--- src/rtl/lx32_arch_pkg.sv ---
// Architectural parameters and internal control encodings of the LX32 core.
package lx32_arch_pkg;

  localparam int unsigned XLEN     = 32;
  localparam logic [31:0] RESET_PC = 32'h0000_0000;

  typedef enum logic [3:0] {
    ALU_ADD,
    ALU_SUB,
    ALU_SLL,
    ALU_SLT,
    ALU_SLTU,
    ALU_XOR,
    ALU_SRL,
    ALU_SRA,
    ALU_OR,
    ALU_AND
  } alu_op_e;

  typedef enum logic [2:0] {
    BR_EQ,
    BR_NE,
    BR_LT,
    BR_GE,
    BR_LTU,
    BR_GEU
  } branch_op_e;

  typedef enum logic [1:0] {
    OPA_RS1,
    OPA_PC,
    OPA_ZERO
  } op_a_sel_e;

  typedef enum logic [1:0] {
    WB_ALU,
    WB_MEM,
    WB_PC4
  } wb_sel_e;

endpackage

--- src/rtl/lx32_isa_pkg.sv ---
// RV32I encoding constants and immediate decoding shared by the LX32 core.
// Covers the subset the core executes plus the opcodes it treats as NOPs.
package lx32_isa_pkg;

  localparam logic [6:0] OPC_LUI      = 7'b0110111;
  localparam logic [6:0] OPC_AUIPC    = 7'b0010111;
  localparam logic [6:0] OPC_JAL      = 7'b1101111;
  localparam logic [6:0] OPC_JALR     = 7'b1100111;
  localparam logic [6:0] OPC_BRANCH   = 7'b1100011;
  localparam logic [6:0] OPC_LOAD     = 7'b0000011;
  localparam logic [6:0] OPC_STORE    = 7'b0100011;
  localparam logic [6:0] OPC_OP_IMM   = 7'b0010011;
  localparam logic [6:0] OPC_OP       = 7'b0110011;
  localparam logic [6:0] OPC_MISC_MEM = 7'b0001111;
  localparam logic [6:0] OPC_SYSTEM   = 7'b1110011;

  localparam logic [2:0] F3_ADD_SUB = 3'b000;
  localparam logic [2:0] F3_SLL     = 3'b001;
  localparam logic [2:0] F3_SLT     = 3'b010;
  localparam logic [2:0] F3_SLTU    = 3'b011;
  localparam logic [2:0] F3_XOR     = 3'b100;
  localparam logic [2:0] F3_SR      = 3'b101;
  localparam logic [2:0] F3_OR      = 3'b110;
  localparam logic [2:0] F3_AND     = 3'b111;

  localparam logic [2:0] F3_BEQ  = 3'b000;
  localparam logic [2:0] F3_BNE  = 3'b001;
  localparam logic [2:0] F3_BLT  = 3'b100;
  localparam logic [2:0] F3_BGE  = 3'b101;
  localparam logic [2:0] F3_BLTU = 3'b110;
  localparam logic [2:0] F3_BGEU = 3'b111;

  localparam logic [2:0] F3_WORD = 3'b010;
  localparam logic [2:0] F3_JALR = 3'b000;

  localparam logic [6:0] F7_BASE = 7'b0000000;
  localparam logic [6:0] F7_ALT  = 7'b0100000;

  typedef enum logic [2:0] {
    IMM_I,
    IMM_S,
    IMM_B,
    IMM_U,
    IMM_J
  } imm_fmt_e;

  function automatic logic [31:0] imm_gen(input logic [31:0] instr, input imm_fmt_e fmt);
    logic [31:0] imm;
    unique case (fmt)
      IMM_S:   imm = {{21{instr[31]}}, instr[30:25], instr[11:7]};
      IMM_B:   imm = {{20{instr[31]}}, instr[7], instr[30:25], instr[11:8], 1'b0};
      IMM_U:   imm = {instr[31:12], 12'h000};
      IMM_J:   imm = {{12{instr[31]}}, instr[19:12], instr[20], instr[30:21], 1'b0};
      default: imm = {{21{instr[31]}}, instr[30:20]};
    endcase
    return imm;
  endfunction

endpackage

--- src/rtl/lx32_alu.sv ---
// Combinational integer ALU; shift amounts use only the low five bits of b_i.
module lx32_alu
  import lx32_arch_pkg::*;
(
  input  logic [XLEN-1:0] a_i,
  input  logic [XLEN-1:0] b_i,
  input  alu_op_e         op_i,
  output logic [XLEN-1:0] result_o
);

  logic [4:0] shamt;
  logic       lt_s;
  logic       lt_u;

  assign shamt = b_i[4:0];
  assign lt_s  = $signed(a_i) < $signed(b_i);
  assign lt_u  = a_i < b_i;

  // NOTE: every output of a combinational block gets a default first so no path infers a latch.
  always_comb begin
    result_o = a_i + b_i;
    unique case (op_i)
      ALU_SUB:  result_o = a_i - b_i;
      ALU_SLL:  result_o = a_i << shamt;
      ALU_SLT:  result_o = {{(XLEN-1){1'b0}}, lt_s};
      ALU_SLTU: result_o = {{(XLEN-1){1'b0}}, lt_u};
      ALU_XOR:  result_o = a_i ^ b_i;
      ALU_SRL:  result_o = a_i >> shamt;
      ALU_SRA:  result_o = $signed(a_i) >>> shamt;
      ALU_OR:   result_o = a_i | b_i;
      ALU_AND:  result_o = a_i & b_i;
      default:  result_o = a_i + b_i;
    endcase
  end

endmodule

--- src/rtl/lx32_system_core.sv ---
// Single-cycle RV32I-subset core: decoder, register file, PC logic and branch compare,
// with combinational instruction fetch and a word-wide data port.
module lx32_system_core #(
  parameter logic [31:0] RESET_PC = lx32_arch_pkg::RESET_PC
) (
  input  logic        clk,
  input  logic        rst,
  output logic [31:0] pc_out,
  input  logic [31:0] instr,
  output logic [31:0] mem_addr,
  output logic [31:0] mem_wdata,
  input  logic [31:0] mem_rdata,
  output logic        mem_we
);

  import lx32_isa_pkg::*;
  import lx32_arch_pkg::*;

  logic [31:0] pc_q, pc_d;
  logic [31:0] rf_q [32];

  logic [6:0] opcode;
  logic [2:0] funct3;
  logic [6:0] funct7;
  logic [4:0] rd, rs1, rs2;

  alu_op_e    alu_op, f3_op;
  branch_op_e br_op;
  op_a_sel_e  a_sel;
  wb_sel_e    wb_sel;
  imm_fmt_e   imm_fmt;
  logic       b_imm, rd_we, is_branch, is_jal, is_jalr, is_load, is_store;

  logic [31:0] imm, rs1_val, rs2_val, alu_a, alu_b, alu_result, rd_data, pc4;
  logic        br_taken;

  assign opcode = instr[6:0];
  assign rd     = instr[11:7];
  assign funct3 = instr[14:12];
  assign rs1    = instr[19:15];
  assign rs2    = instr[24:20];
  assign funct7 = instr[31:25];

  // funct3 names the same operation in OP and OP-IMM; funct7 only selects SUB/SRA.
  always_comb begin
    f3_op = ALU_ADD;
    unique case (funct3)
      F3_SLL:  f3_op = ALU_SLL;
      F3_SLT:  f3_op = ALU_SLT;
      F3_SLTU: f3_op = ALU_SLTU;
      F3_XOR:  f3_op = ALU_XOR;
      F3_SR:   f3_op = ALU_SRL;
      F3_OR:   f3_op = ALU_OR;
      F3_AND:  f3_op = ALU_AND;
      default: f3_op = ALU_ADD;
    endcase
  end

  always_comb begin
    alu_op    = ALU_ADD;
    br_op     = BR_EQ;
    a_sel     = OPA_RS1;
    wb_sel    = WB_ALU;
    imm_fmt   = IMM_I;
    b_imm     = 1'b0;
    rd_we     = 1'b0;
    is_branch = 1'b0;
    is_jal    = 1'b0;
    is_jalr   = 1'b0;
    is_load   = 1'b0;
    is_store  = 1'b0;
    unique case (opcode)
      OPC_LUI: begin
        a_sel   = OPA_ZERO;
        imm_fmt = IMM_U;
        b_imm   = 1'b1;
        rd_we   = 1'b1;
      end
      OPC_AUIPC: begin
        a_sel   = OPA_PC;
        imm_fmt = IMM_U;
        b_imm   = 1'b1;
        rd_we   = 1'b1;
      end
      OPC_JAL: begin
        imm_fmt = IMM_J;
        is_jal  = 1'b1;
        rd_we   = 1'b1;
        wb_sel  = WB_PC4;
      end
      OPC_JALR: begin
        if (funct3 == F3_JALR) begin
          b_imm   = 1'b1;
          is_jalr = 1'b1;
          rd_we   = 1'b1;
          wb_sel  = WB_PC4;
        end
      end
      OPC_BRANCH: begin
        imm_fmt   = IMM_B;
        is_branch = 1'b1;
        unique case (funct3)
          F3_BEQ:  br_op = BR_EQ;
          F3_BNE:  br_op = BR_NE;
          F3_BLT:  br_op = BR_LT;
          F3_BGE:  br_op = BR_GE;
          F3_BLTU: br_op = BR_LTU;
          F3_BGEU: br_op = BR_GEU;
          default: is_branch = 1'b0;
        endcase
      end
      OPC_LOAD: begin
        if (funct3 == F3_WORD) begin
          b_imm   = 1'b1;
          is_load = 1'b1;
          rd_we   = 1'b1;
          wb_sel  = WB_MEM;
        end
      end
      OPC_STORE: begin
        if (funct3 == F3_WORD) begin
          imm_fmt  = IMM_S;
          b_imm    = 1'b1;
          is_store = 1'b1;
        end
      end
      OPC_OP_IMM: begin
        b_imm  = 1'b1;
        rd_we  = 1'b1;
        alu_op = f3_op;
        if (funct3 == F3_SLL) begin
          rd_we = (funct7 == F7_BASE);
        end else if (funct3 == F3_SR) begin
          rd_we = (funct7 == F7_BASE) || (funct7 == F7_ALT);
          if (funct7 == F7_ALT) alu_op = ALU_SRA;
        end
      end
      OPC_OP: begin
        alu_op = f3_op;
        if (funct7 == F7_BASE) begin
          rd_we = 1'b1;
        end else if (funct7 == F7_ALT) begin
          if (funct3 == F3_ADD_SUB) begin
            rd_we  = 1'b1;
            alu_op = ALU_SUB;
          end else if (funct3 == F3_SR) begin
            rd_we  = 1'b1;
            alu_op = ALU_SRA;
          end
        end
      end
      default: ;  // FENCE, ECALL, EBREAK and undefined opcodes retire as NOPs.
    endcase
  end

  assign imm     = imm_gen(instr, imm_fmt);
  assign rs1_val = (rs1 == 5'd0) ? 32'h0 : rf_q[rs1];
  assign rs2_val = (rs2 == 5'd0) ? 32'h0 : rf_q[rs2];

  always_comb begin
    alu_a = rs1_val;
    unique case (a_sel)
      OPA_PC:   alu_a = pc_q;
      OPA_ZERO: alu_a = 32'h0;
      default:  alu_a = rs1_val;
    endcase
  end

  assign alu_b = b_imm ? imm : rs2_val;

  lx32_alu u_alu (
    .a_i      (alu_a),
    .b_i      (alu_b),
    .op_i     (alu_op),
    .result_o (alu_result)
  );

  always_comb begin
    br_taken = 1'b0;
    unique case (br_op)
      BR_NE:   br_taken = rs1_val != rs2_val;
      BR_LT:   br_taken = $signed(rs1_val) < $signed(rs2_val);
      BR_GE:   br_taken = $signed(rs1_val) >= $signed(rs2_val);
      BR_LTU:  br_taken = rs1_val < rs2_val;
      BR_GEU:  br_taken = rs1_val >= rs2_val;
      default: br_taken = rs1_val == rs2_val;
    endcase
  end

  // JALR reuses the ALU sum rs1+imm as its target before clearing bit 0.
  assign pc4 = pc_q + 32'd4;
  always_comb begin
    pc_d = pc4;
    if (is_jalr) begin
      pc_d = {alu_result[31:1], 1'b0};
    end else if (is_jal || (is_branch && br_taken)) begin
      pc_d = pc_q + imm;
    end
  end

  always_comb begin
    rd_data = alu_result;
    unique case (wb_sel)
      WB_MEM:  rd_data = mem_rdata;
      WB_PC4:  rd_data = pc4;
      default: rd_data = alu_result;
    endcase
  end

  // NOTE: sequential state uses non-blocking assignments so every flop samples pre-edge values.
  always_ff @(posedge clk or negedge rst) begin
    if (!rst) begin
      pc_q <= RESET_PC;
    end else begin
      pc_q <= pc_d;
    end
  end

  // NOTE: the register array is reset because software relies on x1..x31 starting at zero.
  always_ff @(posedge clk or negedge rst) begin
    if (!rst) begin
      for (int i = 0; i < 32; i++) rf_q[i] <= 32'h0;
    end else begin
      for (int i = 1; i < 32; i++) begin
        if (rd_we && (rd == 5'(i))) rf_q[i] <= rd_data;
      end
    end
  end

  // The data port is gated by reset so memory never sees a stray store or address.
  assign pc_out    = pc_q;
  assign mem_we    = is_store && rst;
  assign mem_addr  = ((is_load || is_store) && rst) ? alu_result : 32'h0;
  assign mem_wdata = (is_store && rst) ? rs2_val : 32'h0;

endmodule

--- config.mk ---
export PLATFORM = sky130hd
export DESIGN_NAME = lx32_system_core
export DESIGN_NICKNAME = d
export VERILOG_FILES = /design/src/rtl/lx32_arch_pkg.sv /design/src/rtl/lx32_isa_pkg.sv /design/src/rtl/lx32_alu.sv /design/src/rtl/lx32_system_core.sv
export SDC_FILE = /design/constraint.sdc
export NUM_CORES = 2
export LEC_CHECK = 0
export ABC_CLOCK_PERIOD_IN_PS = 10100
export CORE_MARGIN = 1.5
export CORE_UTILIZATION = 57
export CTS_CLUSTER_DIAMETER = 200
export CTS_CLUSTER_SIZE = 25
export DETAILED_ROUTE_END_ITERATION = 7
export HOLD_SLACK_MARGIN = 0.06
export PLACE_DENSITY_LB_ADDON = 0.05
export SYNTH_ARGS = -nofsm -noshare
export SYNTH_HDL_FRONTEND = slang
export SYNTH_SLANG_ARGS = --single-unit
--- constraint.sdc ---
create_clock -name clk -period 10.1 [get_ports clk]
set_input_delay 2.02 -clock clk [delete_from_list [all_inputs] [get_ports clk]]
set_output_delay 2.02 -clock clk [all_outputs]
set_load 0.01 [all_outputs]
Word level (Yosys, flattened, before mapping)
Cells that the tools add are included.
Word-level totals
  latch bits: 0
  memories: 0
  flip-flop bits (word level): 1024
  input port bits: 66
  ROM bits: 0
  memory bits (writable): 0
Cells by class
  multiply operators: 0
  $lt $le $gt $ge: 8
  bitwise logic cells: 5
  multiplexer cells: 51
  shifts and indexed selects: 3
  div/mod/pow operators: 0
  add/subtract/negate cells: 4
  equal/unequal tests: 72
  reduce and logical (&&, ||, !) cells: 46
Operators with widths (number)
  two-way mux 32 bit: 11
  binary-select mux 32 bit (select 5 bit): 2
  one-hot mux 32 bit (9 select lines): 1
  < comparator 32 bit: 4
  one-hot mux 32 bit (2 select lines): 2
  one-hot mux 31 bit (4 select lines): 1
  equality test 5 bit (second input constant): 16
  adder 32 bit: 2
  greater-or-equal comparator 32 bit: 2
  equality test 5 x 4 -> 1 bit (second input constant): 8
  logical AND 1 bit: 34
  adder 32 x 3 -> 32 bit (second input constant): 1
  bitwise AND 32 bit: 1
  equality test 32 bit: 1
  != test 32 bit: 1
  bitwise OR 32 bit: 1
  << shifter 32 x 5 -> 32 bit: 1
  right shift 32 x 5 -> 32 bit: 1
  >>> shifter 32 x 5 -> 32 bit: 1
  subtractor 32 bit: 1
  bitwise XOR 32 bit: 1
  equality test 7 x 6 -> 1 bit (second input constant): 4
  two-way mux 4 bit: 7
  one-hot mux 4 bit (7 select lines): 1
  other kinds (34): 84

Logic depth before layout (Yosys ltp)
  depth in word-level cells: 11
  depth in mapped cells: 29
  gate-level depth less buffers: 25

Hierarchy
From an unflattened synthesis, not the netlist that was laid out.
Unflattened totals
  cells, all modules: 5388
  area total of the unflattened synthesis: 68308.0 um^2
By module, submodules not included
  lx32_system_core: times used 1, area each 59215.5 um^2, cells an instance 4101
  lx32_alu: times used 1, area each 9092.5 um^2, cells an instance 1287

Worst setup path before layout
OpenSTA, ideal clock, no wires.
  kind: input -> output
  from: input port instr[20]
  to: output port mem_addr[30]
  stages on the path: 24
  slack: 115 ps
  buffers on the path: 7
  arrival time: 7965 ps
  cells stage by stage: buf_2 > buf_4 > buf_4 > buf_2 > clkbuf_1 > buf_1 > mux4_2 > mux4_2 > mux2i_1 > nand2_1 > a21boi_0 > ha_1 > clkbuf_1 > and3_1 > a221o_1 > a21o_1 > nor4_1 > o31ai_1 > a221o_1 > a31o_1 > o41ai_1 > o32a_1 > nor2_1 > nor2_1
Between the ends
  word-level cells in the longest chain between the ends: 9
Ends and longest elaborated chain
  start: declaration: line lx32_system_core.sv:9  | input logic [31:0] instr,
  inverter 5 -> 6 bit (implied by the code): line lx32_system_core.sv:158  | assign rs2_val = (rs2 == 5'd0) ? 32'h0 : rf_q[rs2];
  binary-select mux 32 bit (select 5 bit): line lx32_system_core.sv:158
  two-way mux 32 bit (implied by the code) (2 in series): line lx32_system_core.sv:158
  two-way mux 32 bit: line lx32_system_core.sv:158
  two-way mux 32 bit (*): line lx32_system_core.sv:169  | assign alu_b = b_imm ? imm : rs2_val;
  adder 32 bit (tied with other cells)
  one-hot mux 32 bit (9 select lines) (*): line lx32_alu.sv:22  | unique case (op_i)
  two-way mux 32 bit (*): line lx32_system_core.sv:233  | assign mem_addr = ((is_load || is_store) && rst) ? alu_result : 32'h0;
  end: declaration: line lx32_system_core.sv:10  | output logic [31:0] mem_addr,
Every way passes the cells marked *; elsewhere a longest branch is shown, timed or not. The select of a mux whose other input is x is not followed.

Final worst setup path
  from: input port instr[6]
  to: output port mem_addr[20]
Between the ends
  word-level cells in the longest chain between the ends: 9
Ends and longest elaborated chain
  equality test 7 x 5 -> 1 bit / equality test 7 x 6 -> 1 bit (equally long branches): line lx32_system_core.sv:72  | unique case (opcode)
  OR reduction 2 bit (no source line)
  one-hot mux 3 bit (4 select lines): line lx32_system_core.sv:72
  equality test 3 bit (tied with other cells): line lx32_isa_pkg.sv:49  | unique case (fmt)
  one-hot mux 31 bit (4 select lines): line lx32_isa_pkg.sv:49
  two-way mux 32 bit: line lx32_system_core.sv:169
  adder 32 bit (tied with other cells)
  one-hot mux 32 bit (9 select lines): line lx32_alu.sv:22
  two-way mux 32 bit (*): line lx32_system_core.sv:233
Every way passes the cells marked *; elsewhere a longest branch is shown, timed or not.

==> qor.yml <==
clock_skew_ns: 0.0550
hpwl_mm: 194
path_clk_slew_ns: 0.08
setup_viol: 0
fin_crit_ns: 10.07
hold_buffers: 0
crit_path_end_kind: "output pin"
postRouteAntennaNets: 0
vias: 59027
wl_mm: 280
dieArea_mm2: 0.119
crit_type: "input pin to output pin"
synth_top_area_cell: "dfrtp_1"
synth_area_leaders: "dfrtp_1 (38%), mux4_2 (16%), mux2_2 (6.7%), o21ai_0 (6.2%), nand2_1 (5.3%)"
power_density_mw_per_mm2: 125
root_buffer: "clkbuf_16"
nNetsFinal: 7024
cts.htree.levels: 2
cts_tree: "done"
synth_flop_cell: "dfrtp_1"
cts_sinks: 1024
min_period_over_period: 0.997
dp_cells: 8247
clockBufferDepth: 3
io_pins: 163
num-fill-cells: 9363
status: "finished clean"
insertion_delay_ns: 0.71
syn-num-nets: 6649
floorplan.initialDensity: 0.575
slew_violations: 0
chipWidth_um: 346
synth_seq_cells: 1024
drt_iter0_drc: 7900
synth_seq_area_share: 0.383
drive_gt1_frac: 0.272
synth_top_area_frac: 0.383
fmax_ghz: 0.0993
maxCapViolCount: 0
hold_violations: 0
final_util: 0.653
detailed_place.area_mm2: 0.0741
peakVddDrop_mv: 0.156
cp_max_fo: 17
area_delta_synth_final_pct: 13.6
crit_arrival_ns: 8.05
chipHeight_um: 346
worstPathRequired_ns: 8.08
num_rows: 125
stdcell_count: 8322
dr.pass1.iters: 6
hold_class: "register to register"
yosys_warnings: 32
holdWs_ns: 0.502
synth_cell_types: 101
worst_pin_slew_ns: 1.27
grt_pass1_wl_mm: 403
numCtsBuffers: 48
fin_area_mm2: 0.0760
drc: 0
async_flop_share: 1.00
syn_area_mm2: 0.0669
routed_via_density: 7.09
p_leak_nw: 34.4
slew_headroom: 0.142
port_buffers: 162
cp-start-kind: "input pin"
antenna_found_initial: 11
grt_overflow_total: 0
setup_tns_ns: 0
syn_area_per_cell_um2: 10.4
grt_pass1_vias: 57943
synthCells: 6414
grtUsageTotal: 0.465
grt_max_degree: 177
gp_congestion: 1.07
synth-edff-count: 0
core_area_mm2: 0.116
routedWlPerCell_um: 33.6
routing by layer:
layer	vias up	share of wire	global-route usage	routed length, µm
met5	-	0.00014	0	39
met1	29476	0.36	0.609	102000
met3	971	0.12	0.115	33500
li1	24450	-	-	-
met2	4124	0.44	0.695	123000
met4	6	0.078	0.300	21700
final cells by class:
type	instances	area, µm²	area share
tap	1524	1910	0.0251
clock inverter	5	106	0.00140
clock buffer	48	1200	0.0158
timing repair buffer	906	7590	0.0999
multi-input combinational	4661	39000	0.513
antenna	6	15.0	0.000198
inverter	148	557	0.00733
sequential	1024	25600	0.337
kinds of logic (layout without fill, tap and decap cells):
group / after synthesis / in the layout / synth area share
DFF: 1024 / 1024 / 0.383
other: 0 / 6 / 0
xor gates and xnor gates: 76 / 76 / 0.00995
AOI/OAI and AO/OA: 1654 / 1654 / 0.153
muxes: 1196 / 1196 / 0.277
buffers and inverters: 729 / 1107 / 0.0457
adders and majority gates: 169 / 169 / 0.0319
and+or+nand+nor: 1566 / 1566 / 0.0998
cells in the mapped netlist, types with 13 or more instances:
library cell and number:
a211o_1 13, a22o_1 23, o22a_1 13, a21oi_1 166, and3_1 28, dfrtp_1 1024, nor2_1 266, nor3_1 59
a211oi_1 41, a21o_1 62, o211ai_1 30, nand2_1 946, buf_6 14, mux2i_1 313, mux4_2 483, nand4_1 14
and2_1 21, buf_1 55, mux2_2 396, a221o_1 29, o221ai_1 14, o31ai_1 47, buf_2 102, o21a_1 27
ha_1 166, o22ai_1 53, nand2b_1 37, a31oi_1 33, inv_1 143, o21ai_0 835, clkbuf_1 387, xnor2_1 58
nor2b_1 44, a22oi_1 77, or2_2 16, a221oi_1 53, xor2_1 18, o311ai_0 13, buf_4 22, nand3_1 79
metrics by stage:
stage	total power, W	setup WS, ns
CTS	0.00940	-0.152
floorplan	0.00594	0.115
detailed placement	0.00718	-0.921
global placement	0.00715	-0.940
global route	0.00979	-0.0446
finish	0.00951	0.0254
registers in the layout, summed over array words and instances, names as in the netlist:
| signal | count |
|---|---|
| pc_out | 32 |
| rf_q | 992 |
worst paths after layout:
| check | start | end | slack, ns | cells after the start |
|---|---|---|---|---|
| max | instr[6] | mem_addr[20] | 0.03 | 25 |
| min | rf_q[556] | rf_q[556] | 0.50 | 2 |
| max reg2reg | rf_q[512] | rf_q[508] | 3.47 | 29 |
| min reg2reg | rf_q[556] | rf_q[556] | 0.50 | 2 |
| max in group asynchronous | rst | rf_q[726] | 5.77 | 4 |
| min in group asynchronous | rst | rf_q[299] | 1.24 | 1 |
worst max-delay path, cell delays in order:
cell	delay (ns)
clkdlybuf4s50_1	0.48
or4b_4	0.59
or3_4	0.40
buf_4	0.15
o2111a_2	0.20
buf_4	0.15
buf_4	0.20
mux2_2	0.35
ha_1	0.35
buf_4	0.17
inv_1	0.16
o21ai_2	0.14
a211oi_4	0.36
o21ai_1	0.12
buf_4	0.18
buf_4	0.17
o21ai_0	0.16
a21oi_1	0.11
o21bai_1	0.17
o21ai_0	0.10
a22o_1	0.30
nor3_2	0.24
buf_4	0.22
nor2_1	0.06
clkdlybuf4s50_1	0.49
timing repair:
item / 4_1_cts / 5_1_grt
pin swaps: 13 / 24
gates resized for setup: 37 / 73
endpoints found under the setup margin: 22 / 23
setup buffers: 5 / 11
layout by cell type (no fill, tap or decap), types with 21 or more instances in the layout:
cell type	netlist	layout
buf_4	22	712
a22o_1	23	23
and2_1	21	21
nand2b_1	37	36
nor2_1	266	259
o22ai_1	53	53
nand2_1	946	923
o21a_1	27	27
buf_12	0	27
clkbuf_16	0	48
nand3_1	79	66
and3_1	28	28
clkdlybuf4s50_1	0	139
dfrtp_1	1024	1024
inv_1	143	140
mux2i_1	313	313
xnor2_1	58	58
a211oi_1	41	37
mux4_2	483	483
a22oi_1	77	76
ha_1	166	160
o31ai_1	47	44
a221o_1	29	29
a221oi_1	53	51
o21ai_0	835	819
o211ai_1	30	30
a21oi_1	166	153
mux2_2	396	395
nor2b_1	44	40
nor3_1	59	55
a31oi_1	33	28
a21o_1	62	62
power breakdown:
part           internal, W  total (W)  switching, W
Sequential         0.00424    0.00447      0.000235
Combinational      0.00112    0.00276       0.00165
Clock             0.000878    0.00227       0.00140
Total              0.00623    0.00951       0.00328
No activity file was read; power rests on OpenSTA's default activity.
